==> config.mk <==
export PLATFORM = sky130hd
export DESIGN_NAME = regfile_write_arbiter_flat
export DESIGN_NICKNAME = d
export VERILOG_FILES = /design/src/rtl/regfile_write_arbiter_if.sv /design/src/rtl/regfile_write_arbiter.sv /design/src/flat_wrapper.sv
export SDC_FILE = /design/constraint.sdc
export NUM_CORES = 1
export LEC_CHECK = 0
export CORE_ASPECT_RATIO = 0.9
export CORE_UTILIZATION = 26
export DETAILED_ROUTE_END_ITERATION = 10
export HOLD_SLACK_MARGIN = 0.15
export PLACE_DENSITY_LB_ADDON = 0.1
export SYNTH_ARGS = -nofsm -noshare
export SYNTH_HDL_FRONTEND = slang
export SYNTH_SLANG_ARGS = --single-unit
==> constraint.sdc <==
create_clock -name clk -period 3.9 [get_ports clk]
set_clock_uncertainty 0.05 [all_clocks]
set_input_delay 0.78 -clock clk [delete_from_list [all_inputs] [get_ports clk]]
set_output_delay 0.78 -clock clk [all_outputs]
set_load 0.02 [all_outputs]
==> src/rtl/regfile_write_arbiter_if.sv <==
// Handshake and write-port bundle between the pipeline/long-latency unit
// (master side) and the register-file write arbiter (slave side).
interface regfile_write_arbiter_if #(
    parameter int DATA_W = 32,
    parameter int ADDR_W = 4
);
    logic              wb_valid;
    logic [ADDR_W-1:0] wb_addr;
    logic [DATA_W-1:0] wb_data;
    logic              mc_issue;
    logic [ADDR_W-1:0] mc_issue_rd;
    logic              mc_valid;
    logic [ADDR_W-1:0] mc_rd;
    logic [DATA_W-1:0] mc_data;
    logic              mc_ready;
    logic              rf_we;
    logic [ADDR_W-1:0] rf_waddr;
    logic [DATA_W-1:0] rf_wdata;

    modport master (
        output wb_valid, wb_addr, wb_data,
        output mc_issue, mc_issue_rd, mc_valid, mc_rd, mc_data,
        input  mc_ready, rf_we, rf_waddr, rf_wdata
    );

    modport slave (
        input  wb_valid, wb_addr, wb_data,
        input  mc_issue, mc_issue_rd, mc_valid, mc_rd, mc_data,
        output mc_ready, rf_we, rf_waddr, rf_wdata
    );
endinterface

==> src/rtl/regfile_write_arbiter.sv <==
// Register-file write port arbiter: pipeline write-back has priority, late
// long-latency results are queued (or bypassed when the port is free), and a
// scoreboard of pending destinations drives the decode hazard stall.
module regfile_write_arbiter #(
    parameter int DATA_W       = 32,
    parameter int NREG         = 16,
    parameter int ADDR_W       = 4,
    parameter int LQ_DEPTH     = 2,
    parameter int STARVE_LIMIT = 8
) (
    input  logic                clk,
    input  logic                reset,
    regfile_write_arbiter_if.slave bus,
    input  logic [ADDR_W-1:0]   rs1_addr,
    input  logic [ADDR_W-1:0]   rs2_addr,
    input  logic [ADDR_W-1:0]   rd_chk,
    output logic                hazard_stall,
    output logic                wb_hold,
    output logic [NREG-1:0]     busy_mask,
    output logic [1:0]          q_count
);
    localparam logic [1:0]    DEPTH   = 2'(LQ_DEPTH);
    localparam int            SW      = $clog2(STARVE_LIMIT) + 1;
    localparam logic [SW-1:0] HOLD_AT = SW'(STARVE_LIMIT - 1);

    logic [ADDR_W-1:0] q_rd     [LQ_DEPTH];
    logic [DATA_W-1:0] q_data   [LQ_DEPTH];
    logic [ADDR_W-1:0] q_rd_n   [LQ_DEPTH];
    logic [DATA_W-1:0] q_data_n [LQ_DEPTH];
    logic [1:0]        cnt, cnt_mid, cnt_n;
    logic [SW-1:0]     starve;
    logic [NREG-1:0]   busy, set_mask, clr_mask;
    logic              mc_ready, accept, q_empty, pop, bypass, push;
    logic              rf_we;
    logic [ADDR_W-1:0] rf_waddr;
    logic [DATA_W-1:0] rf_wdata;

    assign q_empty  = (cnt == '0);
    assign mc_ready = reset & (cnt < DEPTH);
    assign accept   = bus.mc_valid & mc_ready;
    assign pop      = ~bus.wb_valid & ~q_empty;
    assign bypass   = ~bus.wb_valid & q_empty & accept;
    assign push     = accept & ~bypass;

    assign bus.mc_ready = mc_ready;
    assign bus.rf_we    = rf_we;
    assign bus.rf_waddr = rf_waddr;
    assign bus.rf_wdata = rf_wdata;

    assign q_count      = cnt;
    assign busy_mask    = busy;
    assign hazard_stall = busy[rs1_addr] | busy[rs2_addr] | busy[rd_chk];
    assign wb_hold      = (starve >= HOLD_AT);

    // Shift-register queue next state: head is slot 0; a pop shifts down
    // first, then a push lands at the post-pop occupancy so FIFO order holds.
    always_comb begin
        cnt_mid = pop  ? cnt - 2'd1     : cnt;
        cnt_n   = push ? cnt_mid + 2'd1 : cnt_mid;
        for (int unsigned i = 0; i < LQ_DEPTH; i++) begin
            if (pop) begin
                q_rd_n[i]   = q_rd[(i + 1 < LQ_DEPTH) ? i + 1 : i];
                q_data_n[i] = q_data[(i + 1 < LQ_DEPTH) ? i + 1 : i];
            end else begin
                q_rd_n[i]   = q_rd[i];
                q_data_n[i] = q_data[i];
            end
            if (push && (i == 32'(cnt_mid))) begin
                q_rd_n[i]   = bus.mc_rd;
                q_data_n[i] = bus.mc_data;
            end
        end
    end

    // Scoreboard update masks: issue sets, the write of an mc result clears.
    always_comb begin
        set_mask = '0;
        clr_mask = '0;
        if (bus.mc_issue) set_mask[bus.mc_issue_rd] = 1'b1;
        if (pop)          clr_mask[q_rd[0]]         = 1'b1;
        else if (bypass)  clr_mask[bus.mc_rd]       = 1'b1;
    end

    // Queue payload storage; validity is tracked solely by cnt.
    always_ff @(posedge clk) begin
        q_rd   <= q_rd_n;
        q_data <= q_data_n;
    end

    // Occupancy, scoreboard and starvation counter.
    always_ff @(posedge clk or negedge reset) begin
        if (!reset) begin
            cnt    <= '0;
            busy   <= '0;
            starve <= '0;
        end else begin
            cnt  <= cnt_n;
            busy <= (busy & ~clr_mask) | set_mask;
            if (q_empty || pop)
                starve <= '0;
            else if (bus.wb_valid && (starve != '1))
                starve <= starve + 1'b1;
        end
    end

    // Registered write port: pipeline, then queue head, then bypass.
    always_ff @(posedge clk or negedge reset) begin
        if (!reset) begin
            rf_we    <= 1'b0;
            rf_waddr <= '0;
            rf_wdata <= '0;
        end else if (bus.wb_valid) begin
            rf_we    <= 1'b1;
            rf_waddr <= bus.wb_addr;
            rf_wdata <= bus.wb_data;
        end else if (!q_empty) begin
            rf_we    <= 1'b1;
            rf_waddr <= q_rd[0];
            rf_wdata <= q_data[0];
        end else if (accept) begin
            rf_we    <= 1'b1;
            rf_waddr <= bus.mc_rd;
            rf_wdata <= bus.mc_data;
        end else begin
            rf_we    <= 1'b0;
        end
    end
endmodule

==> src/flat_wrapper.sv <==
// flat-port wrapper written by rule: the top's interface ports become plain ports
module regfile_write_arbiter_flat 
#(
    parameter int DATA_W       = 32,
    parameter int NREG         = 16,
    parameter int ADDR_W       = 4,
    parameter int LQ_DEPTH     = 2,
    parameter int STARVE_LIMIT = 8
)
  (clk, reset, rs1_addr, rs2_addr, rd_chk, hazard_stall, wb_hold, busy_mask, q_count, bus_wb_valid, bus_wb_addr, bus_wb_data, bus_mc_issue, bus_mc_issue_rd, bus_mc_valid, bus_mc_rd, bus_mc_data, bus_mc_ready, bus_rf_we, bus_rf_waddr, bus_rf_wdata);
  regfile_write_arbiter_if #(.DATA_W(DATA_W), .ADDR_W(ADDR_W)) bus_i ();
  input  logic clk;
  input  logic reset;
  input  logic [ADDR_W-1:0] rs1_addr;
  input  logic [ADDR_W-1:0] rs2_addr;
  input  logic [ADDR_W-1:0] rd_chk;
  output logic hazard_stall;
  output logic wb_hold;
  output logic [NREG-1:0] busy_mask;
  output logic [1:0] q_count;
  input wire logic [$bits(bus_i.wb_valid)-1:0] bus_wb_valid;
  input wire logic [$bits(bus_i.wb_addr)-1:0] bus_wb_addr;
  input wire logic [$bits(bus_i.wb_data)-1:0] bus_wb_data;
  input wire logic [$bits(bus_i.mc_issue)-1:0] bus_mc_issue;
  input wire logic [$bits(bus_i.mc_issue_rd)-1:0] bus_mc_issue_rd;
  input wire logic [$bits(bus_i.mc_valid)-1:0] bus_mc_valid;
  input wire logic [$bits(bus_i.mc_rd)-1:0] bus_mc_rd;
  input wire logic [$bits(bus_i.mc_data)-1:0] bus_mc_data;
  output wire logic [$bits(bus_i.mc_ready)-1:0] bus_mc_ready;
  output wire logic [$bits(bus_i.rf_we)-1:0] bus_rf_we;
  output wire logic [$bits(bus_i.rf_waddr)-1:0] bus_rf_waddr;
  output wire logic [$bits(bus_i.rf_wdata)-1:0] bus_rf_wdata;
  assign bus_i.wb_valid = bus_wb_valid;
  assign bus_i.wb_addr = bus_wb_addr;
  assign bus_i.wb_data = bus_wb_data;
  assign bus_i.mc_issue = bus_mc_issue;
  assign bus_i.mc_issue_rd = bus_mc_issue_rd;
  assign bus_i.mc_valid = bus_mc_valid;
  assign bus_i.mc_rd = bus_mc_rd;
  assign bus_i.mc_data = bus_mc_data;
  assign bus_mc_ready = bus_i.mc_ready;
  assign bus_rf_we = bus_i.rf_we;
  assign bus_rf_waddr = bus_i.rf_waddr;
  assign bus_rf_wdata = bus_i.rf_wdata;
  regfile_write_arbiter #(.DATA_W(DATA_W), .NREG(NREG), .ADDR_W(ADDR_W), .LQ_DEPTH(LQ_DEPTH), .STARVE_LIMIT(STARVE_LIMIT)) u_core (.clk(clk), .reset(reset), .bus(bus_i), .rs1_addr(rs1_addr), .rs2_addr(rs2_addr), .rd_chk(rd_chk), .hazard_stall(hazard_stall), .wb_hold(wb_hold), .busy_mask(busy_mask), .q_count(q_count));
endmodule
# Word level (Yosys, flattened, before mapping)
# Index checks and enable logic that the tools add are counted.
# op_classes
shifts,0
div,0
n_reduce_logical,11
add_sub_neg,3
bitwise_logic,14
order_cmp,11
muxes,32
eq_ne,3
multipliers,0
# op_table
op,count
$mux W32,5
$mux W16,3
$lt A4 B5 Y1 const B,6
$mux W4,7
$and A16 B16 Y16,1
$not A16 Y16,1
$or A16 B16 Y16,1
$bmux W1 S4,3
$demux W1 S4,3
$ge A4 B1 Y1 const B,3
$mux W1,9
$and A1 B1 Y1,6
$logic_and A1 B1 Y1,6
$add A4 B1 Y4 const B,1
$ge A4 B3 Y1 const B,1
$logic_not A2 Y1,2
$mux W2,2
$ne A4 B4 Y1 const B,1
$reduce_bool A2 Y1,2
$ne A3 B2 Y1 const B,1
$not A1 Y1,3
$add A2 B1 Y2 const B,1
$eq A1 B2 Y1 const A,1
$lt A2 B2 Y1 const B,1
3 further kinds,4
# totals
regBits,131
romBits,0
latch_bits,0
mem_count,0
mem_bits_rw,0
out_inout_bits,58

# Logic depth before layout (Yosys ltp)
# Gate-level depths: netlist (run 1).
# depth
depth_word,9
ltp_mapped,10

# Least setup slack after synthesis (run 1)
# OpenSTA, ideal clock, no wires.
# synth_timing
path_kind,reg2reg
startpoint,"reg u_core.cnt[1], in the netlist u_core.q_count[1]"
endpoint,"reg u_core.q_data[32] (netlist name), enable pin"
arrival_time_ps,3818
setup_slack_ps,-447
path_buffers,3
setup_ps,479
path_stages_with_launch,7
synth_period_minus_slack_ps,4347
t_required_ps,3371
cell_sequence,dfrtp_1 > inv_1 > ha_1 > buf_4 > buf_4 > buf_4 > o21ai_0
# synth_between
elab_chain_len,8
elab_cells_between_ends,15
classes_between,add/sub: 1; order compare: 1; mux: 1; bitwise: 8; reduce/logical: 4
# synth_rtl
element,line,rtl
start: declaration,regfile_write_arbiter.sv:30,"logic [1:0] cnt, cnt_mid, cnt_n;"
start signal: assignment,regfile_write_arbiter.sv:97,cnt <= cnt_n;
$lt A2 B2 Y1,regfile_write_arbiter.sv:39,assign mc_ready = reset & (cnt < DEPTH);
$and A1 B1 Y1,regfile_write_arbiter.sv:39,
$and A1 B1 Y1,regfile_write_arbiter.sv:40,assign accept = bus.mc_valid & mc_ready;
$and A1 B1 Y1,regfile_write_arbiter.sv:42,assign bypass = ~bus.wb_valid & q_empty & accept;
$not A1 Y1,regfile_write_arbiter.sv:43,assign push = accept & ~bypass;
$and A1 B1 Y1,regfile_write_arbiter.sv:43,
$logic_and A1 B1 Y1,regfile_write_arbiter.sv:68,if (push && (i == 32'(cnt_mid))) begin
$reduce_bool A2 Y1 (no source line) (*),--,
end signal: assignment,regfile_write_arbiter.sv:87,q_data <= q_data_n;
end: declaration,regfile_write_arbiter.sv:27,logic [DATA_W-1:0] q_data [LQ_DEPTH];
# Every way passes the cells marked *; elsewhere a longest branch is shown, timed or not.
# A chain may end at the register's enable or synchronous reset.

# Worst setup path in the final report (run 1)
# layout_timing
startpoint,in rd_chk[2]
endpoint,out hazard_stall
# layout_between
elab_chain_len,3
# layout_rtl
element,line,rtl
start: declaration,flat_wrapper.sv:16,input logic [ADDR_W-1:0] rd_chk;
$bmux W1 S4,regfile_write_arbiter.sv:52,assign hazard_stall = busy[rs1_addr] | busy[rs2_addr] | busy[rd_chk];
$mux W1 (implied by the code),regfile_write_arbiter.sv:52,
$or A1 B1 Y1,regfile_write_arbiter.sv:52,
end: declaration,flat_wrapper.sv:17,output logic hazard_stall;
# Every way passes these cells. The select of a mux whose other input is x is not followed.

==> results.yml, run 1 <==
layout:
  syn_to_final_growth_pct: 37.6
  multi_input_area_sq_um: 2630
  num_antenna_cells: 0
  fillCellCount: 2380
  seqCellArea_sq_um: 3640
  finalNonFillerCells: 994
  drive_gt1_frac: 0.146
  final_nets: 770
logic_synthesis:
  netlist.area_leader.share: 0.336
  ys_types: 45
  synth.avg_cell_area_sq_um: 12.3
  syn_area_sq_um: 6430
  yosys_warnings: 0
  ys_async_sr_fraction: 0.450
  ys_ff_latch: 131
  synth_edf_count: 72
  synth_area_leaders: "edfxtp_1 (34%), dfrtp_1 (23%), mux2i_1 (8.6%)"
  synthFlopType: "edfxtp_1"
  yosys.area.top_type: "edfxtp_1"
  ys_seq_area_frac: 0.566
  syn_nets: 620
  syn-instance-count: 523
clocking:
  cts-htree-levels: 4
  root_buffer: "clkbuf_16"
  clock_latency_ns: 0.42
  post_cts_buffers: 0
  cts_hold_buf: 0
  clkTransAtPathRegs_ns: 0.06
  cts_resized: 0
  cts_tree: "done"
  cts_buffer_depth: 2
  numCtsBuffers: 17
  cts.sinks: 131
die:
  chipHeight_um: 151
  ios: 151
  die-area_sq_um: 25400
  fp.dieW_um: 168
  num_rows: 54
  initial_utilization: 0.265
  core_area_sq_um: 24300
power:
  pwr-share-comb: 0.356
  p_seq_frac: 0.373
  p_leak_uw: 0.00333
  clockPowerShare: 0.271
  power_uw: 5860
  p_int_uw: 3840
  peakVddDrop_mv: 0.244
  switching_share: 0.345
  switchingPower_uw: 2020
  power_density_nw_per_um2: 662
critical_path:
  critPathArrivalTime_ns: 2.97
  critPathRequiredTime_ns: 3.07
  crit_path_end_kind: "primary output"
  startpoint_type: "input pin"
  critical_path_class: "input pin to primary output"
  crit_path_max_fanout: 8
timing:
  tightest_slew_ns: 0.859
  whs_ns: 0.161
  period_minus_slack_ns: 3.80
  maxSlewHeadroom: 0.425
  finalSetupViolCount: 0
  fmax_mhz: 263
  slew_viol_final: 0
  fin_crit_sh: 0.974
  fin_setup_tns_ns: 0
  rsz0062_at_grt: "no"
  hold_violations: 0
grt:
  track_usage: 0.143
  grt_pass1_vias: 4965
  grt-ovfl-total: 0
  grt_pass1_wl_mm: 27.5
  antenna_found_initial: 0
  grt_max_degree: 53
detailed_routing:
  post_drt_wl_per_cell_um: 17.9
  avgViaCountPerCell: 4.80
  first_pass_iters: 4
  routed_wirelength_mm: 17.8
  drc: 0
  antenna_left: 0
  drt_iter0_markers: 324
  vias: 4767
job:
  maxCapViolations: 0
place:
  placed_cells: 962
  io_buffers: 150
  finalWeightedCongestion: 0.797
  hpwlAfterDp_mm: 12.2
worst_hold_path:
  hold_class: "input pin to asynchronous set/reset pin"
status:
  status: "complete, no violations"
-- flip-flops by register name (all words and copies together) (netlist names) --
register,flops
u_core.q_data,64
u_core.bus.rf_wdata,32
u_core.busy_mask,16
u_core.q_rd,8
u_core.bus.rf_waddr,4
u_core.starve,4
u_core.q_count,2
u_core.bus.rf_we,1
-- kinds of logic (layout without fill, tap and decap cells) --
family                   count (synthesis)  in the layout  share of synthesized area
adder cells (fa/ha/maj)                  4              4                    0.00779
XOR/XNOR                                 3              3                    0.00409
multiplexers                            96             96                      0.181
buffers and inverters                   33            196                     0.0278
AND/OR/NAND/NOR                        140            140                      0.111
flip-flops                             131            131                      0.566
AO/OA/AOI/OAI                          116            116                      0.102
-- cell usage after synthesis (all sizes together), types with 5 or more instances --
| master | count |
|---|---|
| mux2i | 55 |
| nand2 | 45 |
| or3b | 6 |
| o22ai | 7 |
| o221ai | 12 |
| nand3b | 8 |
| nor2 | 43 |
| clkbuf | 8 |
| inv | 5 |
| o32ai | 5 |
| nor3 | 6 |
| nand2b | 10 |
| nand3 | 6 |
| buf | 20 |
| dfrtp | 59 |
| a21oi | 36 |
| mux2 | 37 |
| o21ai | 55 |
| edfxtp | 72 |
-- critical path, stage by stage --
cell and delay, ns:
clkdlybuf4s50_1 0.78, mux2i_1 0.29, o32ai_1 0.11, nor4_1 0.34, nand3_1 0.12, clkdlybuf4s50_1 0.55
-- per-stage QoR --
stage / instance area [sq um] / setup slack [ns] / util
floorplan: 6430 / 0.434 / -
global placement: 8260 / 0.230 / 0.341
detailed placement: 8260 / 0.177 / 0.341
CTS: 8850 / 0.174 / 0.365
global route: 8850 / 0.0808 / 0.365
finish: 8850 / 0.101 / 0.365
-- area by class of cell --
type                            count  area share
Clock buffer                       19      0.0512
Clock inverter                     13      0.0151
Inverter                            5     0.00212
Multi-Input combinational cell    359       0.297
Sequential cell                   131       0.411
Tap cell                          308      0.0436
Timing Repair Buffer              159       0.179
-- worst paths after layout --
| kind | depth (start not counted) | slack (ns) | start | end |
|---|---|---|---|---|
| max in group asynchronous | 2 | 2.70 | reset | u_core.bus.rf_wdata[24] |
| worst max register to register | 8 | 0.77 | u_core.q_count[1] | u_core.q_data[33] |
| min in group clk | 2 | 0.43 | u_core.bus.rf_wdata[30] | u_core.bus.rf_wdata[30] |
| worst min-delay path | 1 | 0.16 | reset | u_core.bus.rf_wdata[7] |
| worst max-delay path | 6 | 0.10 | rd_chk[2] | hazard_stall |
| worst min register to register | 2 | 0.43 | u_core.bus.rf_wdata[30] | u_core.bus.rf_wdata[30] |
-- placed cells by master, fill, tap and decap left out, drive strengths merged, types with 3 or more instances in the layout --
master / Yosys / layout
o21ai: 55 / 55
o22ai: 7 / 7
nand3: 6 / 6
nand3b: 8 / 8
nand2: 45 / 45
nand2b: 10 / 10
mux2i: 55 / 55
dfrtp: 59 / 59
inv: 5 / 6
mux2: 37 / 37
nor3: 6 / 6
xnor2: 3 / 3
clkbuf: 8 / 19
buf: 20 / 11
or3b: 6 / 6
edfxtp: 72 / 72
clkinv: 0 / 8
clkdlybuf4s50: 0 / 148
o221ai: 12 / 12
a21oi: 36 / 36
ha: 4 / 4
nor2: 43 / 43
o32ai: 5 / 5
mux4: 4 / 4
-- power by group through the flow --
stage	logic [uW]	clock network (uW)	registers, uW
final	2080	1590	2190
after global routing	2260	1690	2240
after CTS	2110	1630	2190
after detailed placement	2110	0	2210
after global placement	2100	0	2210
after floorplan	945	0	2390
-- routing by layer --
| layer | part of all wire | up-vias | GRT usage |
|---|---|---|---|
| met1 | 0.45 | 2326 | 0.179 |
| met2 | 0.47 | 159 | 0.235 |
| met3 | 0.057 | 27 | 0.0395 |
| li1 | - | 2255 | - |
| met4 | 0.020 | 0 | 0.0569 |
| met5 | 0 | - | 0 |
Power figures use the tool's default switching activity.
==> inputs of run 2 (changes only) <==
--- a/config.mk
+++ b/config.mk
@@ -5,8 +5,9 @@
 export SDC_FILE = /design/constraint.sdc
 export NUM_CORES = 1
 export LEC_CHECK = 0
+export ABC_CLOCK_PERIOD_IN_PS = 3900
 export CORE_ASPECT_RATIO = 0.9
-export CORE_UTILIZATION = 26
+export CORE_UTILIZATION = 45
 export DETAILED_ROUTE_END_ITERATION = 10
 export HOLD_SLACK_MARGIN = 0.15
 export PLACE_DENSITY_LB_ADDON = 0.1
==> constraint.sdc (replaced) <==
create_clock -name clk -period 3.9 [get_ports clk]
set_clock_uncertainty 0.05 [all_clocks]
set_input_delay 0.975 -clock clk [delete_from_list [all_inputs] [get_ports clk]]
set_output_delay 0.975 -clock clk [all_outputs]
set_load 0.02 [all_outputs]
==> results.yml, run 2 (synthesis gave the netlist of run 1 again) <==
place:
  finalWeightedCongestion: 0.877
  io_buffers: 150
  hpwlAfterDp_mm: 10.5
  post-place-ws_ns: -0.242
  placed_cells: 852
timing:
  fin_crit_sh: 0.952
  slew_viol_final: 0
  rsz0062_at_grt: "no"
  tightest_slew_ns: 0.816
  worst_slack_ns: 0.189
  hold_violations: 0
  finalSetupViolCount: 0
  fin_setup_tns_ns: 0
  fmax_mhz: 269
  period_minus_slack_ns: 3.71
  maxSlewHeadroom: 0.454
die:
  num_rows: 41
  chipHeight_um: 115
  core_area_sq_um: 14000
  ios: 151
  initial_utilization: 0.459
  die-area_sq_um: 14800
  fp.dieW_um: 128
critical_path:
  startpoint_type: "input pin"
  critPathRequiredTime_ns: 2.87
  slowest_stage: "clkdlybuf4s50_1"
  path_depth: 6
  r2r_start: "u_core.q_count[1]"
  path_cells: "clkdlybuf4s50_1, or3b_2, o32ai_1, nor4_1, nand3_1, dlygate4sd2_1"
  cp-endpoint: "hazard_stall"
  slowest_delay_ns: 0.58
  crit_path_end_kind: "primary output"
  crit_path_max_fanout: 8
  critPathArrivalTime_ns: 2.69
  path_buf_inv: 2
  critical_path_class: "input pin to primary output"
  crit_start: "rd_chk[0]"
  reg2regPathDepth: 8
  reg2reg_to: "u_core.q_rd[5]"
  path_delay_family: "buffers and inverters"
  r2r_slack_ns: 0.98
layout:
  num_antenna_cells: 0
  largest_reg_flops: 64
  syn_to_final_growth_pct: 36.3
  final_nets: 775
  finalNonFillerCells: 884
  final_util: 0.625
  mostFrequentLayoutCell: "clkdlybuf4s50_1"
  drive_gt1_frac: 0.148
  layout_common_cells: "clkdlybuf4s50_1 (146), edfxtp_1 (72), dfrtp_1 (59), mux2i_1 (55), o21ai_0 (51)"
  regMostFlops: "u_core.q_data"
clocking:
  cts.sinks: 131
  cts_tree: "done"
  clock_latency_ns: 0.42
  cts_hold_buf: 0
  root_buffer: "clkbuf_16"
  numCtsBuffers: 17
  cts_buffer_depth: 2
  cts-htree-levels: 4
  clkTransAtPathRegs_ns: 0.05
power:
  power_density_nw_per_um2: 665
  p_int_uw: 3880
  switchingPower_uw: 1940
  p_leak_uw: 0.00337
  clockPowerShare: 0.273
  switching_share: 0.333
  peakVddDrop_mv: 0.358
  pwr-share-comb: 0.354
  p_seq_frac: 0.373
detailed_routing:
  drc: 0
  drt_iter0_markers: 316
  post_drt_wl_per_cell_um: 17.4
  antenna_left: 0
  first_pass_iters: 5
  vias: 4732
  routed_wirelength_mm: 15.4
  avgViaCountPerCell: 5.35
job:
  maxCapViolations: 0
grt:
  grt_max_degree: 51
  grt_pass1_wl_mm: 24.7
  antenna_found_initial: 0
  grt_pass1_vias: 4698
  grt-ovfl-total: 0
  track_usage: 0.220
status:
  status: "complete, no violations"
worst_hold_path:
  hold_class: "flip-flop to flip-flop"
==> run 2: cell count changes in the layout (fill, tap and decap cells not counted), sizes merged <==
cell	before	now
clkinv	8	7
buf	11	16
clkbuf	19	21
clkdlybuf4s50	148	146
clkinvlp	2	1
bufinv	2	3
inv	6	5
dlygate4sd2	0	2
==> run 2: routing by layer <==
metal	share of wire	global-route usage
met1	0.46	0.297
met2	0.46	0.341
met3	0.058	0.0517
met4	0.019	0.0980
met5	0	0
==> run 2: worst min path at each step <==
stage | startpoint | endpoint | slack, ns | depth (start not counted)
finish | u_core.bus.rf_waddr[1] | u_core.bus.rf_waddr[1] | 0.43 | 2
global route | u_core.bus.rf_waddr[1] | u_core.bus.rf_waddr[1] | 0.45 | 2
CTS | u_core.bus.rf_wdata[13] | u_core.bus.rf_wdata[13] | 0.43 | 2
detailed placement | u_core.bus.rf_wdata[13] | u_core.bus.rf_wdata[13] | 0.42 | 2
global placement | u_core.bus.rf_wdata[23] | u_core.bus.rf_wdata[23] | 0.41 | 2
floorplan | u_core.q_data[0] | u_core.q_data[32] | 0.47 | 1
==> run 2: metrics by stage <==
stage | total power, uW | cell area [sq um] | hold slack, ns
CTS | 5870 | 8760 | 0.435
detailed placement | 4270 | 8180 | 0.423
finish | 5820 | 8760 | 0.427
global placement | 4230 | 8180 | 0.412
global route | 6130 | 8760 | 0.450
floorplan | 3330 | 6430 | 0.473
==> run 2: power by group through the flow <==
stage                     clock, uW  sequential (uW)  combinational [uW]
after floorplan                   0             2390                 945
after global placement            0             2190                2050
after detailed placement          0             2190                2080
after CTS                      1610             2170                2090
after global routing           1680             2210                2230
final                          1590             2170                2060
==> run 2: final cells by class <==
type                    count  area, sq um
multi-input cells         359         2630
repair buffers            164         1640
well taps                 193          241
fillers                  1109         5250
clock inverters            11          135
inverters                   5         18.8
flip-flops and latches    131         3640
clock buffers              21          450
==> run 2: repair_timing <==
action | CTS | global route
resized for setup | 2 | 0
setup buffers | 0 | 0
endpoints found under the setup margin | 1 | 0
==> run 2: tightest hold or removal path, stage by stage, from the launching register on <==
cell and delay [ns]:
dfrtp_1 0.34, nand2_1 0.04, o21ai_0 0.06
